## src/rtl/exchange_judge_pkg.sv

```systemverilog
// exchange_judge_pkg: shared widths, types and saturation helper for the Metropolis exchange judge.
package exchange_judge_pkg;
    localparam int EXP_Y_W    = 24;
    localparam int EXP_Y_FRAC = 17;
    localparam int EXP_X_W    = 22;
    localparam int EXP_X_FRAC = 16;
    localparam int RECIP_FRAC = 15;
    typedef logic signed [EXP_Y_W-1:0] exp_y_t;
    typedef logic signed [EXP_X_W-1:0] exp_x_t;
    localparam exp_y_t Y_ONE = exp_y_t'(1 << EXP_Y_FRAC);
    localparam logic signed [63:0] Y_MAX = (64'sd1 <<< (EXP_Y_W-1)) - 64'sd1;
    localparam logic signed [63:0] Y_MIN = -(64'sd1 <<< (EXP_Y_W-1));
    function automatic exp_y_t sat_y(input logic signed [63:0] v);
        return v > Y_MAX ? exp_y_t'(Y_MAX) : v < Y_MIN ? exp_y_t'(Y_MIN) : exp_y_t'(v);
    endfunction
endpackage

```

## src/rtl/exp_horner_step.sv

```systemverilog
// exp_horner_step: one Horner step y' = 1 + (x*y)*recip, full precision, floor shifts, saturated.
module exp_horner_step
    import exchange_judge_pkg::*;
(
    input  exp_x_t      x,
    input  exp_y_t      y,
    input  logic [16:0] recip,
    output exp_y_t      y_next
);
    logic signed [63:0] xy;
    logic signed [63:0] term;
    always_comb begin
        xy     = (64'(x) * 64'(y)) >>> EXP_X_FRAC;
        term   = (xy * $signed(64'(recip))) >>> RECIP_FRAC;
        y_next = sat_y(term + 64'(Y_ONE));
    end
endmodule

```

## src/rtl/exchange_judge.sv

```systemverilog
// exchange_judge: evaluates exp(-beta*delta) by Horner series and makes a registered
// Metropolis accept/reject decision one cycle after exp_fin.
module exchange_judge
    import exchange_judge_pkg::*;
#(
    parameter int X_LIMIT = 4
) (
    input  logic               clk,
    input  logic               reset,
    input  logic               exp_init,
    input  logic               exp_run,
    input  logic               exp_fin,
    input  logic [16:0]        exp_recip,
    input  logic signed [23:0] delta,
    input  logic [15:0]        beta,
    input  logic [15:0]        rnd,
    output logic               accept,
    output logic               accept_valid,
    output logic [17:0]        exp_value
);
    localparam logic signed [47:0] XP_LIMIT = 48'(X_LIMIT) <<< EXP_X_FRAC;
    localparam exp_x_t X_SAT_MAX = {1'b0, {(EXP_X_W-1){1'b1}}};
    localparam exp_x_t X_SAT_MIN = {1'b1, {(EXP_X_W-1){1'b0}}};
    logic signed [47:0] xp;
    logic signed [47:0] nx;
    exp_x_t             x;
    exp_y_t             y;
    exp_y_t             y_next;
    logic               armed;
    logic               force_acc;
    logic               force_rej;
    logic [17:0]        y_clamp;
    logic               decide;
    logic               verdict;
    exp_horner_step u_step (
        .x      (x),
        .y      (y),
        .recip  (exp_recip),
        .y_next (y_next)
    );
    always_comb begin
        xp      = 48'(delta) * $signed(48'(beta));
        nx      = -xp;
        y_clamp = y < 0 ? 18'd0 : y > Y_ONE ? 18'(Y_ONE) : y[17:0];
        decide  = exp_fin && armed;
        verdict = force_acc ? 1'b1 : (force_rej || y < 0) ? 1'b0 : ({1'b0, rnd} < y_clamp[17:1]);
    end
    // decision reads the pre-edge state, so a coincident exp_init only affects the next evaluation
    always_ff @(posedge clk) begin
        if (reset) begin
            accept       <= 1'b0;
            accept_valid <= 1'b0;
            exp_value    <= '0;
            armed        <= 1'b0;
            y            <= '0;
            x            <= '0;
            force_acc    <= 1'b0;
            force_rej    <= 1'b0;
        end else begin
            accept_valid <= decide;
            if (decide) begin
                accept    <= verdict;
                exp_value <= y_clamp;
            end
            if (exp_init) begin
                armed     <= 1'b1;
                y         <= Y_ONE;
                x         <= nx > 48'(X_SAT_MAX) ? X_SAT_MAX : nx < 48'(X_SAT_MIN) ? X_SAT_MIN : nx[EXP_X_W-1:0];
                force_acc <= delta <= 0;
                force_rej <= xp > XP_LIMIT;
            end else begin
                if (exp_fin) armed <= 1'b0;
                if (exp_run) y <= y_next;
            end
        end
    end
endmodule

```

## config.mk

```make
export PLATFORM = sky130hd
export DESIGN_NAME = exchange_judge
export DESIGN_NICKNAME = d
export VERILOG_FILES = /design/src/rtl/exchange_judge_pkg.sv /design/src/rtl/exp_horner_step.sv /design/src/rtl/exchange_judge.sv
export SDC_FILE = /design/constraint.sdc
export NUM_CORES = 2
export LEC_CHECK = 0
export BUFFER_PORTS_ARGS = -buffer_cell sky130_fd_sc_hd__buf_2
export CAP_MARGIN = 20
export CORE_MARGIN = 5
export CORE_UTILIZATION = 45
export DETAILED_ROUTE_END_ITERATION = 12
export HOLD_SLACK_MARGIN = 0.15
export SETUP_SLACK_MARGIN = 0.5
export SYNTH_ARGS = -nofsm -noshare
export SYNTH_HDL_FRONTEND = slang
export SYNTH_SLANG_ARGS = --single-unit
export TNS_END_PERCENT = 1
```

## constraint.sdc

```tcl
create_clock -name clk -period 19.2 [get_ports clk]
set_input_delay 3.84 -clock clk [delete_from_list [all_inputs] [get_ports clk]]
set_output_delay 3.84 -clock clk [all_outputs]
set_load 0.02 [all_outputs]
```

==> results_dict.tcl <==
set metrics [dict create \
    status "complete, no violations" \
    drive_above_1_share_pct 3.908 \
    grt_max_degree 33 \
    gr-total-overflow 0 \
    skew_ps 18.12 \
    synthAdderAreaFrac_pct 58.21 \
    cts_root_buf "clkbuf_16" \
    crit_path_start_kind "flip-flop" \
    vias 42250 \
    fp.dieW_um 363.2 \
    ctsHoldBuffers 0 \
    cp-end-kind "flip-flop" \
    synth_simple_gate_area_share_pct 17.94 \
    worstSkewPairLatency_ps 390 \
    hold_depth 2 \
    period_needed_ps 17640 \
    io_pins 98 \
    die_h_um 363.2 \
    clk_path_buf_depth 2 \
    tns_ps 0 \
    drtAntennaViolNets 0 \
    rsz0062_at_grt "false" \
    drt_pass1_iterations 5 \
    slew_violations 0 \
    antenna_found_initial 3 \
    postCtsResizedCells 0 \
    grt_pass1_vias 45850 \
    synthMuxAreaShare_pct 0.2430 \
    drc_errors 0 \
    yosys_warnings 0 \
    critical_path.max_fanout 25 \
    critPathKind "reg -> reg" \
    synthesis.nets 8273 \
    cts_tree "yes" \
    nets 8159 \
    synth_ff_type "dfxtp_1" \
    finalCritPeriodShare_pct 91.90 \
    cts.sinks 69 \
    synthXorXnorAreaFrac_pct 2.029 \
    syn_area_per_cell_um2 8.730 \
    nFillCells 12010 \
    grt_pass1_wl_mm 245.2 \
    drv_cap 0 \
    pre_cts_ws_ps 1768 \
    wl_per_cell_um 18.46 \
    dp_cells 7938 \
    rows 129 \
    worstRegToRegCells 52 \
    slew_headroom_pct 31.21 \
    area.growth.synth_to_final_pct 4.314 \
    initial_core_util_pct 45.33 \
    synth_compound_area_share_pct 6.731 \
    stdcell_count 7957 \
    fin_ws_ps 1556 \
    synth_area_um2 56120 \
    post_cts_buffers 0 \
    diodes 0 \
    hold_slack_ps 452.0 \
    cpPeakStageDelay_ps 1000 \
    die-area_um2 131900 \
    core_um2 123800 \
    htree_num_levels 3 \
    synth_top_area_share_pct 49.94 \
    arrival_ps 17910 \
    crit_path_frequent_cell "fa_1" \
    hold_viol_final 0 \
    fmax_mhz 56.68 \
    synth.area.top_cells "fa_1 50%, inv_1 10%, ha_1 8.2%, and2_1 6.8%, nand2_1 6.4%" \
    portBuffers 97 \
    synthTopCellsByCount "1,535 x inv_1, 1,400 x fa_1, 964 x nand2_1" \
    synth.distinct_cells 97 \
    grtUsageTotal_pct 23.12 \
    dr.first_iter.drc_count 2497 \
    synth_most_common_cell "inv_1" \
    ys_async_sr_fraction_pct 0 \
    viasPerCell 5.310 \
    worstMarginPinSlew_ps 1030 \
    postSynthCellCount 6429 \
    place_congestion 0.8958 \
    dp.final_hpwl_mm 119.4 \
    ys_seq_area_share_pct 2.461 \
    slowest_stage "dfxtp_1" \
    hold_path_class "reg -> reg" \
    routed_wl_mm 146.9 \
    path_clk_slew_ps 70 \
    reg2reg_slack_ps 1560 \
    ys_ff_latch 69 \
    synth_top_family_by_area "adder cells" \
    cts_buffers 9 \
    yosysTopAreaCell "fa_1" \
    setup_viol 0 \
    synth_edf_count 0 \
    crit_required_ps 19470 \
]
-- through the flow --
stage	area (um2)	utilization, %
floorplan	56120	-
global placement	58140	46.96
detailed placement	58140	46.96
CTS	58470	47.23
global route	58540	47.29
finish	58540	47.29
-- routing by layer --
metal | GRT usage [%] | up-vias | wire [um]
met3 | 1.773 | 213 | 6520
met4 | 5.178 | 2 | 3506
li1 | - | 18920 | -
met1 | 31.54 | 22060 | 63690
met2 | 40.61 | 1060 | 73170
met5 | 0 | - | 13
-- layout make-up --
class	instances	area, um2	area share (%)
clock buffers	9	225.2	0.3847
well taps	1637	2048	3.499
multi-input cells	4516	47840	81.71
repair buffers	184	1184	2.022
inverters	1535	5762	9.842
clock inverters	7	107.6	0.1838
flip-flops and latches	69	1381	2.359
-- registers in the layout (all words and copies together) (netlist names) --
register and cells:
armed 1, accept_valid 1, force_acc 1, force_rej 1, y 24, exp_value 18, accept 1, x 22
-- cell families after synthesis --
| family | count (synthesis) |
|---|---|
| and+or+nand+nor | 2042 |
| buffers and inverters | 1844 |
| adders and majority gates | 1772 |
| AOI/OAI and AO/OA | 559 |
| xor gates and xnor gates | 130 |
| DFF | 69 |
| muxes | 13 |
-- worst max-delay path, delay by kind of cell, from the launching register on --
kind	cells	cell delay, ps
AO/OA/AOI/OAI	11	3750
XOR/XNOR	1	170
adder cells (fa/ha/maj)	17	7960
buffers and inverters	11	1090
flip-flops	1	1000
multiplexers	1	400
AND/OR/NAND/NOR	11	3120
-- final timing paths --
path	startpoint	endpoint
max	x[2]	y[16]
min	exp_value[5]	exp_value[5]
max reg2reg	x[2]	y[16]
min reg2reg	exp_value[5]	exp_value[5]
-- cell usage in the layout (no fill, tap or decap), types with 48 or more instances in the layout --
master	count
a21oi_1	135
xnor2_1	86
inv_1	1535
o21ai_0	94
nand2_1	964
nor2_1	126
nand4_1	48
ha_1	366
dfxtp_1	69
buf_4	83
a21o_1	54
fa_1	1400
nor3_1	54
buf_2	98
and2_1	608
nand3_1	50
Power is left out: the tool's default activity adds up to more than one toggle a clock period on the data nets, which glitch-free logic cannot reach.
